--- src/rtl/adder_share_arb_pkg.sv ---
// Shared types and constants for the two-requester shared adder front end.
// Imported by the arbiter top and the ripple adder.
package adder_share_arb_pkg;

  localparam int W_DEF = 16;

  localparam logic REQ0 = 1'b0;
  localparam logic REQ1 = 1'b1;

  localparam logic CTRL_ADD = 1'b0;
  localparam logic CTRL_SUB = 1'b1;

  // One-bit state: the encoding is exactly res_valid.
  typedef enum logic {
    ST_EMPTY = 1'b0,
    ST_FULL  = 1'b1
  } res_state_e;

  typedef struct packed {
    logic             id;
    logic             ovf;
    logic             cout;
    logic [W_DEF-1:0] sum;
  } res_rec_t;

endpackage

--- src/rtl/adder_16bit_b.sv ---
// Combinational 16-bit ripple-carry add/subtract.
// Subtraction is A + ~B + 1; O flags signed two's-complement overflow.
module adder_16bit_b
  import adder_share_arb_pkg::*;
(
  input  logic [15:0] A,
  input  logic [15:0] B,
  input  logic        Add_ctrl,
  output logic [15:0] SUM,
  output logic        C_out,
  output logic        O
);

  logic [15:0] b_x;
  logic [16:0] carry;

  assign b_x      = B ^ {16{Add_ctrl == CTRL_SUB}};
  assign carry[0] = (Add_ctrl == CTRL_SUB);

  genvar gi;
  generate
    for (gi = 0; gi < 16; gi++) begin : g_fa
      assign SUM[gi]       = A[gi] ^ b_x[gi] ^ carry[gi];
      assign carry[gi + 1] = (A[gi] & b_x[gi]) | (carry[gi] & (A[gi] ^ b_x[gi]));
    end
  endgenerate

  assign C_out = carry[16];
  // Overflow when the carry into the sign bit differs from the carry out of it.
  assign O     = carry[16] ^ carry[15];

endmodule

--- src/rtl/adder_share_arb.sv ---
// Round-robin arbiter sharing one adder_16bit_b between two valid/ready requesters,
// with a single backpressured result register and a wrapping consumed-op counter.
module adder_share_arb
  import adder_share_arb_pkg::*;
#(
  parameter int W     = W_DEF,
  parameter int CNT_W = 16
) (
  input  logic             clk,
  input  logic             rst_n,
  input  logic             req0_valid,
  output logic             req0_ready,
  input  logic [W-1:0]     req0_a,
  input  logic [W-1:0]     req0_b,
  input  logic             req0_ctrl,
  input  logic             req1_valid,
  output logic             req1_ready,
  input  logic [W-1:0]     req1_a,
  input  logic [W-1:0]     req1_b,
  input  logic             req1_ctrl,
  output logic             res_valid,
  input  logic             res_ready,
  output logic             res_id,
  output logic [W-1:0]     res_sum,
  output logic             res_cout,
  output logic             res_ovf,
  output logic [CNT_W-1:0] op_count
);

  res_state_e       state_q, state_d;
  res_rec_t         res_q, res_d;
  logic             last_grant_q, last_grant_d;
  logic [CNT_W-1:0] op_count_q, op_count_d;

  logic             slot_free;
  logic             grant_valid;
  logic             grant_id;
  logic             accept;
  logic             consume;

  logic [W-1:0]     add_a;
  logic [W-1:0]     add_b;
  logic             add_ctrl;
  logic [W-1:0]     add_sum;
  logic             add_cout;
  logic             add_ovf;

  assign res_valid = (state_q == ST_FULL);
  assign slot_free = !res_valid || res_ready;
  assign accept    = grant_valid;
  assign consume   = res_valid && res_ready;

  // State register.
  always_ff @(posedge clk or negedge rst_n) begin
    if (!rst_n) begin
      state_q <= ST_EMPTY;
    end else begin
      state_q <= state_d;
    end
  end

  // Next state: any accept fills the slot; a drain without refill empties it.
  always_comb begin
    state_d = state_q;
    case (state_q)
      ST_EMPTY: if (accept) state_d = ST_FULL;
      ST_FULL:  if (res_ready && !accept) state_d = ST_EMPTY;
      default:  state_d = ST_EMPTY;
    endcase
  end

  // Grant and adder operand mux. Readies are held low while reset is asserted.
  always_comb begin
    grant_valid = 1'b0;
    grant_id    = REQ0;
    if (rst_n && slot_free) begin
      if (req0_valid && req1_valid) begin
        grant_valid = 1'b1;
        grant_id    = ~last_grant_q;
      end else if (req0_valid) begin
        grant_valid = 1'b1;
        grant_id    = REQ0;
      end else if (req1_valid) begin
        grant_valid = 1'b1;
        grant_id    = REQ1;
      end
    end

    req0_ready = grant_valid && (grant_id == REQ0);
    req1_ready = grant_valid && (grant_id == REQ1);

    add_a    = '0;
    add_b    = '0;
    add_ctrl = CTRL_ADD;
    if (req0_ready) begin
      add_a    = req0_a;
      add_b    = req0_b;
      add_ctrl = req0_ctrl;
    end else if (req1_ready) begin
      add_a    = req1_a;
      add_b    = req1_b;
      add_ctrl = req1_ctrl;
    end
  end

  adder_16bit_b u_adder (
    .A        (add_a),
    .B        (add_b),
    .Add_ctrl (add_ctrl),
    .SUM      (add_sum),
    .C_out    (add_cout),
    .O        (add_ovf)
  );

  // Data fields load only on accept so a drain leaves the last result visible.
  always_comb begin
    res_d        = res_q;
    last_grant_d = last_grant_q;
    op_count_d   = op_count_q;
    if (accept) begin
      res_d.id     = grant_id;
      res_d.ovf    = add_ovf;
      res_d.cout   = add_cout;
      res_d.sum    = add_sum;
      last_grant_d = grant_id;
    end
    if (consume) begin
      op_count_d = op_count_q + CNT_W'(1);
    end
  end

  always_ff @(posedge clk or negedge rst_n) begin
    if (!rst_n) begin
      res_q        <= '0;
      last_grant_q <= REQ1;
      op_count_q   <= '0;
    end else begin
      res_q        <= res_d;
      last_grant_q <= last_grant_d;
      op_count_q   <= op_count_d;
    end
  end

  // Output decode.
  always_comb begin
    res_id   = res_q.id;
    res_sum  = res_q.sum;
    res_cout = res_q.cout;
    res_ovf  = res_q.ovf;
    op_count = op_count_q;
  end

endmodule

--- config.mk ---
export PLATFORM = sky130hd
export DESIGN_NAME = adder_share_arb
export DESIGN_NICKNAME = d
export VERILOG_FILES = /design/src/rtl/adder_share_arb_pkg.sv /design/src/rtl/adder_16bit_b.sv /design/src/rtl/adder_share_arb.sv
export SDC_FILE = /design/constraint.sdc
export NUM_CORES = 1
export LEC_CHECK = 0
export CORE_ASPECT_RATIO = 1.2
export CORE_MARGIN = 1
export CORE_UTILIZATION = 44
export CTS_BUF_LIST = sky130_fd_sc_hd__clkbuf_4
export DETAILED_ROUTE_END_ITERATION = 8
export GPL_TIMING_DRIVEN = 0
export HOLD_SLACK_MARGIN = 0.02
export PLACE_DENSITY = 0.95
export SYNTH_ARGS = -nofsm -noshare
export SYNTH_HDL_FRONTEND = slang
export SYNTH_HIERARCHICAL = 1
export SYNTH_SLANG_ARGS = --single-unit
--- constraint.sdc ---
create_clock -name clk -period 10.1 [get_ports clk]
set_input_delay 1.01 -clock clk [delete_from_list [all_inputs] [get_ports clk]]
set_output_delay 1.01 -clock clk [all_outputs]
set_load 0.02 [all_outputs]
# Word level (Yosys, flattened, before mapping)
# Cells that the tools add are included.
[word_totals]
ff_bits = 37
inputBits = 71
[op_classes]
addsub = 1
mux = 16
n_bitwise = 85
reduce_logical = 9
[op_table]
columns = ["cell", "count"]
rows = [
  ["two-way mux 16 bit", 4],
  ["bitwise XOR 1 bit", 33],
  ["AND 1 bit", 32],
  ["adder 16 x 1 -> 16 bit, second input constant", 1],
  ["bitwise OR 1 bit", 16],
  ["bitwise XOR 16 bit", 1],
  ["two-way mux 1 bit", 11],
  ["logical AND 1 bit", 6],
  ["inverter 1 bit", 3],
  ["logical NOT 1 bit", 2],
  ["case mux 1 bit (2 select lines)", 1],
  ["logical OR 1 bit", 1],
]

# Logic depth before layout (Yosys ltp)
# Gate-level depths: netlist of the first run.
[depth]
word_depth = 42
ltp_mapped = 26
depth_no_buf = 23

# By module
# The synthesis of the first run kept the hierarchy.
[modules_own_cells]
columns = ["mod", "instances", "cells_each", "area_per_inst_um2", "seq_area_each_um2"]
rows = [
  ["adder_share_arb", 1, 148, 1861.8, 927.1],
  ["adder_16bit_b", 1, 64, 599.3, 0.0],
]

# Worst setup path before layout of the first run
# OpenSTA, ideal clock, no wires.
[synth_path]
path_type = "input to register"
from = "input port res_ready"
to = "register res_q (netlist bit res_sum[15])"
t_arrival_ps = 8172
t_required_ps = 9975
slack_ps = 1803
cell_stages = 24
path_buffers = 2
path_cell_list = "nand2b_1 > and2_4 > and3_4 > buf_6 > a22o_1 > buf_6 > xnor2_1 > fa_1 > fa_1 > fa_1 > fa_1 > fa_1 > fa_1 > fa_1 > fa_1 > fa_1 > fa_1 > fa_1 > fa_1 > fa_1 > fa_1 > inv_1 > fa_1 > mux2_2"
[synth_via]
elab_chain_cells = 39
elab_cells_between_ends = 76
cone_classes = "mux (8); bitwise (64); reduce/logical (4)"
[synth_rtl]
columns = ["item", "line_no", "text"]
rows = [
  ["from (decl)", "adder_share_arb.sv:22", "input logic res_ready,"],
  ["logical OR 1 bit (*)", "adder_share_arb.sv:49", "assign slot_free = !res_valid || res_ready;"],
  ["logical AND 1 bit (*)", "adder_share_arb.sv:76", "if (rst_n && slot_free) begin"],
  ["two-way mux 1 bit", "adder_share_arb.sv:76", ""],
  ["logical AND 1 bit / inverter 1 bit (equally long branches)", "adder_share_arb.sv:90, adder_share_arb.sv:89", ""],
  ["two-way mux 1 bit / logical AND 1 bit (equally long branches)", "adder_share_arb.sv:99, adder_share_arb.sv:89", ""],
  ["two-way mux 1 bit (*)", "adder_share_arb.sv:95", "if (req0_ready) begin"],
  ["via add_ctrl", "adder_share_arb.sv:43", "logic add_ctrl;"],
  ["bitwise XOR 16 bit", "adder_16bit_b.sv:17", "assign b_x = B ^ {16{Add_ctrl == CTRL_SUB}};"],
  ["[25 not listed]", "n/a", ""],
  ["AND 1 bit", "adder_16bit_b.sv:24", "assign carry[gi + 1] = (A[gi] & b_x[gi]) | (carry[gi] & (A[gi] ^ b_x[gi]));"],
  ["bitwise OR 1 bit", "adder_16bit_b.sv:24", ""],
  ["AND 1 bit", "adder_16bit_b.sv:24", ""],
  ["bitwise OR 1 bit", "adder_16bit_b.sv:24", ""],
  ["AND 1 bit", "adder_16bit_b.sv:24", ""],
  ["bitwise OR 1 bit", "adder_16bit_b.sv:24", ""],
  ["bitwise XOR 1 bit (*)", "adder_16bit_b.sv:23", "assign SUM[gi] = A[gi] ^ b_x[gi] ^ carry[gi];"],
  ["via add_sum[15]", "adder_share_arb.sv:44", "logic [W-1:0] add_sum;"],
  ["to (signal assigned)", "adder_share_arb.sv:138", "res_q <= res_d;"],
  ["to (decl)", "adder_share_arb.sv:31", "res_rec_t res_q, res_d;"],
]
# Mark *: on every way through the listed nets, which the timed path passes. The rest lies on a longest branch.
# A chain may end at the register's enable or synchronous reset.

# Worst setup path in the final report of the first run
[layout_path]
from = "input port rst_n"
to = "register res_q (netlist bit res_sum[15])"
[layout_via]
elab_chain_cells = 38
elab_cells_between_ends = 75
cone_classes = "mux (8); bitwise (64); reduce/logical (3)"
[layout_rtl]
columns = ["item", "line_no", "text"]
rows = [
  ["from (decl)", "adder_share_arb.sv:10", "input logic rst_n,"],
  ["logical AND 1 bit (*)", "adder_share_arb.sv:76", ""],
  ["two-way mux 1 bit", "adder_share_arb.sv:76", ""],
  ["logical AND 1 bit / inverter 1 bit (equally long branches)", "adder_share_arb.sv:90, adder_share_arb.sv:89", ""],
  ["two-way mux 1 bit / logical AND 1 bit (equally long branches)", "adder_share_arb.sv:99, adder_share_arb.sv:89", ""],
  ["two-way mux 1 bit (*)", "adder_share_arb.sv:95", ""],
  ["via add_ctrl", "adder_share_arb.sv:43", ""],
  ["bitwise XOR 16 bit", "adder_16bit_b.sv:17", ""],
  ["bitwise XOR 1 bit", "adder_16bit_b.sv:24", ""],
  ["[24 not listed]", "n/a", ""],
  ["AND 1 bit", "adder_16bit_b.sv:24", ""],
  ["bitwise OR 1 bit", "adder_16bit_b.sv:24", ""],
  ["AND 1 bit", "adder_16bit_b.sv:24", ""],
  ["bitwise OR 1 bit", "adder_16bit_b.sv:24", ""],
  ["AND 1 bit", "adder_16bit_b.sv:24", ""],
  ["bitwise OR 1 bit", "adder_16bit_b.sv:24", ""],
  ["bitwise XOR 1 bit (*)", "adder_16bit_b.sv:23", ""],
  ["via add_sum[15]", "adder_share_arb.sv:44", ""],
]
# Marks and branches as above.

==> impl_metrics.env, run 1 <==
export IMPL_clk_latency_ps=340
export IMPL_yosys_warnings=6
export IMPL_syn_area_per_cell_um2=11.61
export IMPL_grt_ovfl_total=0
export IMPL_path_depth=25
export IMPL_core_mm2=0.005334
export IMPL_synth_area_mm2=0.002461
export IMPL_wl_um=5926
export IMPL_post_place_ws_ps=636.7
export IMPL_maxSlewHeadroom_pct=44.02
export IMPL_detail_route_vias_per_cell=5.141
export IMPL_post_dp_cell_area_mm2=0.003615
export IMPL_final_util_pct=69.69
export IMPL_first_global_vias=2105
export IMPL_drive_gt1_share_pct=13.11
export IMPL_finClkSkew_ps=6.985
export IMPL_synthFlopType="dfrtp_1"
export IMPL_synth_top_area_share_pct=36.60
export IMPL_post_route_period_util_pct=89.49
export IMPL_gp_congestion=0.7824
export IMPL_final_area_mm2=0.003717
export IMPL_num_vias=2005
export IMPL_fin_cells=390
export IMPL_arrival_ps=9270
export IMPL_cts_tree="built"
export IMPL_rsz0062_at_grt="false"
export IMPL_htreeDepth=2
export IMPL_finalHoldWorstSlack_ps=491.7
export IMPL_cts_root_buffer="clkbuf_4"
export IMPL_max_cap_violations=0
export IMPL_yosysMostFrequentCell="dfrtp_1"
export IMPL_dp_hpwl_um=4779
export IMPL_first_pass_iters=4
export IMPL_crit_family="adder cells"
export IMPL_antenna_found_initial=0
export IMPL_dpl_cell_count=382
export IMPL_fin_crit_ps=9039
export IMPL_cts_sinks=37
export IMPL_setup_violations=0
export IMPL_nets=414
export IMPL_async_reset_ff_share_pct=100.0
export IMPL_drv_slew=0
export IMPL_power_density_mw_per_mm2=167.4
export IMPL_cp_slowest_stage_delay_ps=640
export IMPL_crit_slowest_cell="buf_2"
export IMPL_r2r_slack_ps=1970
export IMPL_switching_share_pct=33.02
export IMPL_hold_viol_final=0
export IMPL_fp_dieH_um=83.93
export IMPL_ys_seq_area_share_pct=37.67
export IMPL_ios=109
export IMPL_hold_class="reg2reg"
export IMPL_synth_cells=212
export IMPL_crit_type="in2reg"
export IMPL_diodes=0
export IMPL_cp_max_fo=38
export IMPL_fmax_ghz=0.1106
export IMPL_endpoint_kind="flip-flop"
export IMPL_synth_cell_type_count=26
export IMPL_fin_ws_ps=1061
export IMPL_grt_usage_pct=21.64
export IMPL_synthesis_nets=299
export IMPL_clock_path_buffers=2
export IMPL_post_drt_wl_per_cell_um=15.19
export IMPL_synth_area_leaders="dfrtp_1 37%, fa_1 12%, a22o_1 12%"
export IMPL_crit_start="rst_n"
export IMPL_drc=0
export IMPL_reg2regPathDepth=25
export IMPL_crit_path_start_kind="input port"
export IMPL_clk_pin_slew_ps=110
export IMPL_synth_edff_count=0
export IMPL_synth_area_leader_cell="dfrtp_1"
export IMPL_clkPwrFrac_pct=20.5
export IMPL_rows=29
export IMPL_hold_buffers=0
export IMPL_outcome="completed"
export IMPL_drtIter0Drc=80
export IMPL_path_buf_inv=5
export IMPL_post_cts_setup_buffers=0
export IMPL_grt_max_degree=39
export IMPL_r2r_start="res_valid"
export IMPL_die_width_um=70.27
export IMPL_switching_power_mw=0.2055
export IMPL_worstPathRequired_ps=10330
export IMPL_cts_made_buffers=5
export IMPL_comb_power_share_pct=44.7
export IMPL_internal_power_mw=0.4169
export IMPL_grt_pass1_wl_um=9777
export IMPL_tns_ps=0
export IMPL_crit_top_cell="fa_1"
export IMPL_critPathCapture="res_sum[15]"
export IMPL_dieArea_mm2=0.005897
export IMPL_start_util_pct=46.14
export IMPL_power_mw=0.6224
export IMPL_pwr_share_seq_pct=34.8
export IMPL_timing_rr_end="res_sum[15]"
export IMPL_cts_resized=0
export IMPL_postRouteAntennaNets=0
export IMPL_area_growth_pct=51.04
export IMPL_leakage_nw=1.592
export IMPL_synthTopCellsByCount="36 x dfrtp_1, 33 x a22o_1, 30 x inv_1"
export IMPL_worst_pin_slew_ps=839.7
export IMPL_io_buffers=108
export IMPL_synth_seq_cells=37
export IMPL_ir_drop_mv=0.06179
cell families after synthesis:
family	Yosys count	share of synthesized area [%]
multiplexers	20	9.100
adder cells (fa/ha/maj)	16	12.71
AO/OA/AOI/OAI	36	12.66
buffers and inverters	42	9.965
XOR/XNOR	32	11.39
flip-flops	37	37.67
AND/OR/NAND/NOR	29	6.507
layout by cell type, fill, tap and decap left out, types with 3 or more instances in the layout:
cell / n
xnor2_1: 26
nor2_1: 4
inv_1: 30
nand2_1: 7
dfrtp_1: 36
nand4_1: 4
xor2_1: 6
buf_4: 3
a22o_1: 33
nand3_1: 5
buf_6: 8
clkdlybuf4s50_1: 107
clkbuf_4: 5
fa_1: 15
mux2_2: 19
registers in the layout (all words and copies together) (netlist names):
signal        cells
res_id            1
last_grant_q      1
res_sum          16
res_valid         1
res_ovf           1
res_cout          1
op_count         16
how the worst min path moves through the flow:
stage,slack (ps),to,depth (start not counted),start
2_1_floorplan,500,last_grant_q,1,last_grant_q
3_5_place_dp,480,op_count[8],1,op_count[8]
5_1_grt,520,op_count[8],1,op_count[8]
6_report,490,op_count[8],1,op_count[8]
4_1_cts,500,op_count[8],1,op_count[8]
3_3_place_gp,460,op_count[15],1,op_count[15]
cell type report:
class / count / area, um^2
inverters: 30 / 112.6
clock inverters: 3 / 65.06
well taps: 62 / 77.57
fillers: 410 / 1617
clock buffers: 5 / 37.54
plain buffers: 12 / 132.6
repair buffers: 108 / 1076
flip-flops and latches: 37 / 927.1
multi-input cells: 133 / 1289
power groups by stage:
stage	registers, mW	clock network, mW	logic, mW
2_1_floorplan	0.265	0	0.0986
3_3_place_gp	0.217	0	0.272
3_5_place_dp	0.220	0	0.281
4_1_cts	0.217	0.130	0.282
5_1_grt	0.223	0.137	0.299
6_report	0.217	0.127	0.278
worst register-to-register path, stage by stage (launching register included):
cell	delay, ps
dfrtp_1	440
nand2b_1	110
and2_4	150
and3_1	150
buf_4	180
a22o_1	170
buf_6	160
buf_12	150
mux2i_1	80
fa_1	380
fa_1	390
fa_1	400
fa_1	420
fa_1	410
fa_1	410
fa_1	400
fa_1	400
fa_1	420
fa_1	400
fa_1	410
fa_1	410
fa_1	390
fa_1	450
inv_1	100
fa_1	400
mux2_2	260
metal layers:
layer	up-vias	track usage, %	wire length, um	share of wire [%]
met2	76	41.99	3302	56
li1	940	-	-	-
met4	0	6.182	101	1.7
met1	980	22.69	2224	38
met3	9	4.710	298	5.0
met5	-	0	0	0
No activity file was read; power rests on OpenSTA's default activity.
==> run 2, diff against run 1 <==
- CORE_UTILIZATION: 44 -> 47
- RECOVER_POWER: unset -> 25
- clock period: 10.1 -> 11.4 ns (I/O delays scaled with it)
==> impl_metrics.env, run 2 (same netlist as run 1, synthesis figures left out) <==
export IMPL_crit_top_cell="fa_1"
export IMPL_cts_sinks=37
export IMPL_cts_resized=0
export IMPL_grt_usage_pct=21.71
export IMPL_internal_power_mw=0.3694
export IMPL_clkPwrFrac_pct=20.6
export IMPL_crit_slowest_cell="buf_2"
export IMPL_maxSlewHeadroom_pct=44.46
export IMPL_drv_slew=0
export IMPL_first_global_vias=1938
export IMPL_finalHoldWorstSlack_ps=475.2
export IMPL_cp_slowest_stage_delay_ps=630
export IMPL_setup_violations=0
export IMPL_crit_type="in2reg"
export IMPL_io_buffers=108
export IMPL_dieArea_mm2=0.005531
export IMPL_leakage_nw=1.592
export IMPL_final_common_cell="clkdlybuf4s50_1"
export IMPL_drtIter0Drc=49
export IMPL_crit_path_start_kind="input port"
export IMPL_post_cts_setup_buffers=0
export IMPL_first_pass_iters=4
export IMPL_ios=109
export IMPL_wl_um=5376
export IMPL_final_cell_mix="107 x clkdlybuf4s50_1, 36 x dfrtp_1, 33 x a22o_1"
export IMPL_regArea_um2=927.1
export IMPL_hold_viol_final=0
export IMPL_num_vias=1960
export IMPL_die_width_um=68.06
export IMPL_fp_dieH_um=81.27
export IMPL_rows=28
export IMPL_grt_pass1_wl_um=8735
export IMPL_fin_crit_ps=9107
export IMPL_diodes=0
export IMPL_dp_hpwl_um=4357
export IMPL_detail_route_vias_per_cell=5.052
export IMPL_endpoint_kind="flip-flop"
export IMPL_finClkSkew_ps=8.734
export IMPL_post_drt_wl_per_cell_um=13.86
export IMPL_ir_drop_mv=0.08106
export IMPL_core_mm2=0.004975
export IMPL_pwr_share_seq_pct=34.8
export IMPL_area_growth_pct=50.94
export IMPL_tns_ps=0
export IMPL_nFillCells=372
export IMPL_drive_gt1_share_pct=13.11
export IMPL_clk_latency_ps=350
export IMPL_power_density_mw_per_mm2=147.6
export IMPL_max_cap_violations=0
export IMPL_worstPathRequired_ps=11640
export IMPL_comb_power_share_pct=44.6
export IMPL_post_route_period_util_pct=79.89
export IMPL_clock_path_buffers=2
export IMPL_cts_tree="built"
export IMPL_nets=414
export IMPL_start_util_pct=49.47
export IMPL_cts_made_buffers=5
export IMPL_gp_congestion=0.7645
export IMPL_drc=0
export IMPL_htreeDepth=2
export IMPL_worst_pin_slew_ps=833.2
export IMPL_outcome="completed"
export IMPL_switching_share_pct=32.61
export IMPL_antenna_found_initial=0
export IMPL_rsz0062_at_grt="false"
export IMPL_grt_max_degree=39
export IMPL_hold_buffers=0
export IMPL_hold_class="reg2reg"
export IMPL_postRouteAntennaNets=0
export IMPL_arrival_ps=9350
export IMPL_fmax_ghz=0.1098
export IMPL_switching_power_mw=0.1788
export IMPL_cts_root_buffer="clkbuf_4"
export IMPL_grt_ovfl_total=0
export IMPL_final_util_pct=74.67
export IMPL_cp_max_fo=38
export IMPL_multi_input_area_mm2=0.001289
export IMPL_clk_pin_slew_ps=120
-- run 2: metrics by stage --
step           setup slack [ps]  power (mW)  instances  instance area, um^2
2_1_floorplan              2973      0.3219        212                 2461
4_1_cts                    2234      0.5556        388                 3715
6_report                   2293      0.5482        388                 3715
3_3_place_gp              845.4      0.4330        380                 3617
3_5_place_dp               1860      0.4419        380                 3612
5_1_grt                    1949      0.5836        388                 3715
-- run 2: final cells by class --
| class | instances | area share [%] |
|---|---|---|
| multi-input combinational | 133 | 34.69 |
| timing repair buffer | 108 | 28.97 |
| sequential | 37 | 24.96 |
| buffer | 12 | 3.570 |
| inverter | 30 | 3.031 |
| tap | 60 | 2.021 |
| clock inverter | 3 | 1.751 |
| clock buffer | 5 | 1.010 |
-- run 2: worst paths after layout --
path | slack (ps) | endpoint | start | cells after the start
worst max-delay path | 2290 | res_sum[15] | rst_n | 25
worst min-delay path | 480 | op_count[15] | op_count[15] | 1
worst max register to register | 3300 | res_sum[15] | res_valid | 25
worst min register to register | 480 | op_count[15] | op_count[15] | 1
max in group asynchronous | 10000 | res_sum[15] | rst_n | 1
min in group asynchronous | 870 | op_count[2] | rst_n | 1
-- run 2: power groups by stage --
stage / Sequential [mW] / Clock [mW] / Combinational (mW)
floorplan: 0.235 / 0 / 0.0874
global placement: 0.192 / 0 / 0.241
detailed placement: 0.194 / 0 / 0.248
CTS: 0.191 / 0.116 / 0.248
global route: 0.196 / 0.123 / 0.264
finish: 0.191 / 0.113 / 0.244
-- run 2: worst max-delay path: cells and delay by family --
kind | cells | cell delay (ps)
simple gates | 2 | 430
compound gates | 1 | 160
fa+ha+maj | 15 | 6050
buf+inv | 5 | 1210
mux | 2 | 350
-- run 2: per-layer routing --
layer / global-route usage, % / routed length, um
met1: 24.75 / 2040
met2: 36.67 / 2803
met3: 5.618 / 383
met4: 11.04 / 149
met5: 0 / 0
==> run 3, diff against run 2 <==
- CORE_UTILIZATION: 47 -> 39
- PLACE_DENSITY: 0.95 -> 0.89
- clock period: 11.4 -> 8.3 ns (I/O delays scaled with it)
==> impl_metrics.env, run 3 (same netlist as run 1, synthesis figures left out) <==
export IMPL_outcome="completed"
export IMPL_leakage_nw=1.588
export IMPL_clk_pin_slew_ps=100
export IMPL_fin_crit_ps=8136
export IMPL_crit_type="in2reg"
export IMPL_postRouteAntennaNets=0
export IMPL_timing_rr_end="res_sum[15]"
export IMPL_r2r_slack_ps=540
export IMPL_switching_share_pct=34.42
export IMPL_hold_viol_final=0
export IMPL_hold_class="in2async"
export IMPL_power_mw=0.7010
export IMPL_worstPathRequired_ps=8520
export IMPL_grt_pass1_wl_um=9059
export IMPL_cts_sinks=37
export IMPL_htreeDepth=2
export IMPL_fp_dieH_um=89.02
export IMPL_comb_power_share_pct=48.3
export IMPL_rsz0062_at_grt="false"
export IMPL_ios=109
export IMPL_grt_usage_pct=18.30
export IMPL_power_density_mw_per_mm2=187.5
export IMPL_post_route_period_util_pct=98.03
export IMPL_regArea_um2=927.1
export IMPL_post_dp_cell_area_mm2=0.003640
export IMPL_drv_slew=0
export IMPL_critPathCapture="res_sum[15]"
export IMPL_start_util_pct=40.67
export IMPL_dpl_cell_count=402
export IMPL_first_global_vias=1990
export IMPL_cts_root_buffer="clkbuf_4"
export IMPL_tns_ps=0
export IMPL_fmax_ghz=0.1229
export IMPL_maxSlewHeadroom_pct=72.79
export IMPL_dp_hpwl_um=4477
export IMPL_multi_input_area_mm2=0.001314
export IMPL_crit_path_start_kind="input port"
export IMPL_fin_ws_ps=163.9
export IMPL_dieArea_mm2=0.006633
export IMPL_final_common_cell="clkdlybuf4s50_1"
export IMPL_drtIter0Drc=24
export IMPL_nFillCells=515
export IMPL_crit_chain="clkdlybuf4s50_1 -> nand2b_1 -> and3_4 -> buf_6 -> a22o_1 -> buf_6 -> xnor2_1 -> fa_1 -> fa_1 -> fa_2 -> fa_2 -> fa_1 -> fa_1 -> fa_2 -> fa_1 -> fa_2 -> fa_1 -> fa_1 -> fa_2 -> fa_2 -> fa_2 -> inv_1 -> fa_1 -> mux2_2"
export IMPL_ir_drop_mv=0.09921
export IMPL_diodes=0
export IMPL_detail_route_vias_per_cell=4.737
export IMPL_io_buffers=108
export IMPL_post_drt_wl_per_cell_um=13.33
export IMPL_antenna_found_initial=0
export IMPL_finalHoldWorstSlack_ps=340.9
export IMPL_reg2regPathDepth=25
export IMPL_grt_ovfl_total=0
export IMPL_internal_power_mw=0.4597
export IMPL_crit_start="req1_valid"
export IMPL_final_cell_mix="106 x clkdlybuf4s50_1, 36 x dfrtp_1, 33 x a22o_1"
export IMPL_post_place_ws_ps=-929.7
export IMPL_drive_gt1_share_pct=15.55
export IMPL_clk_latency_ps=330
export IMPL_final_area_mm2=0.003739
export IMPL_post_cts_setup_buffers=0
export IMPL_final_util_pct=61.79
export IMPL_nets=414
export IMPL_worst_pin_slew_ps=406.6
export IMPL_area_growth_pct=51.91
export IMPL_setup_violations=0
export IMPL_arrival_ps=8360
export IMPL_clock_path_buffers=2
export IMPL_switching_power_mw=0.2413
export IMPL_endpoint_kind="flip-flop"
export IMPL_die_width_um=74.52
export IMPL_cts_made_buffers=5
export IMPL_wl_um=5465
export IMPL_r2r_start="res_valid"
export IMPL_rows=31
export IMPL_cp_slowest_stage_delay_ps=490
export IMPL_core_mm2=0.006051
export IMPL_pwr_share_seq_pct=37.7
export IMPL_gp_congestion=0.7751
export IMPL_drc=0
export IMPL_first_pass_iters=4
export IMPL_grt_max_degree=39
export IMPL_num_vias=1942
export IMPL_max_cap_violations=0
export IMPL_clkPwrFrac_pct=14.0
export IMPL_fin_cells=410
export IMPL_crit_slowest_cell="clkdlybuf4s50_1"
export IMPL_crit_top_cell="fa_1"
export IMPL_cts_tree="built"
export IMPL_cp_max_fo=8
export IMPL_hold_buffers=0
export IMPL_finClkSkew_ps=3.665
[run 3: routing by layer]
layer | vias to the layer above | share of wire [%] | GRT usage [%]
met4 | 0 | 1.1 | 6.003
met1 | 924 | 38 | 20.69
met5 | - | 0 | 0
met2 | 78 | 54 | 33.50
met3 | 4 | 6.2 | 4.284
li1 | 936 | - | -
[run 3: power groups by stage]
stage	Sequential (mW)	Combinational (mW)	Clock, mW
floorplan	0.322	0.120	0
global placement	0.265	0.332	0
detailed placement	0.268	0.339	0
CTS	0.265	0.342	0.102
global route	0.271	0.369	0.109
finish	0.264	0.338	0.0985
[run 3: worst min-delay path by stage]
| stage | endpoint | from |
|---|---|---|
| 6_report | op_count[2] | rst_n |
| 3_3_place_gp | op_count[15] | op_count[15] |
| 5_1_grt | op_count[2] | rst_n |
| 2_1_floorplan | last_grant_q | last_grant_q |
| 4_1_cts | op_count[2] | rst_n |
| 3_5_place_dp | op_count[15] | op_count[15] |
[run 3: layout make-up]
type | count | area share, %
sequential | 37 | 24.80
buffer | 12 | 3.648
multi-input combinational | 133 | 35.14
inverter | 30 | 3.012
timing repair buffer | 108 | 29.05
clock buffer | 8 | 1.606
tap | 82 | 2.744
[run 3: worst max-delay path: cells and delay by family]
kind                     cells  cell delay (ps)
AO/OA/AOI/OAI                1              240
XOR/XNOR                     1              140
adder cells (fa/ha/maj)     15             5800
buffers and inverters        4              850
multiplexers                 1              260
AND/OR/NAND/NOR              2              250
[run 3: what timing repair did]
item / 4_1_cts / 5_1_grt
gates cloned: 0 / 0
endpoints found under the setup margin: 4 / 2
resized for setup: 11 / 4
pin swaps: 1 / 0
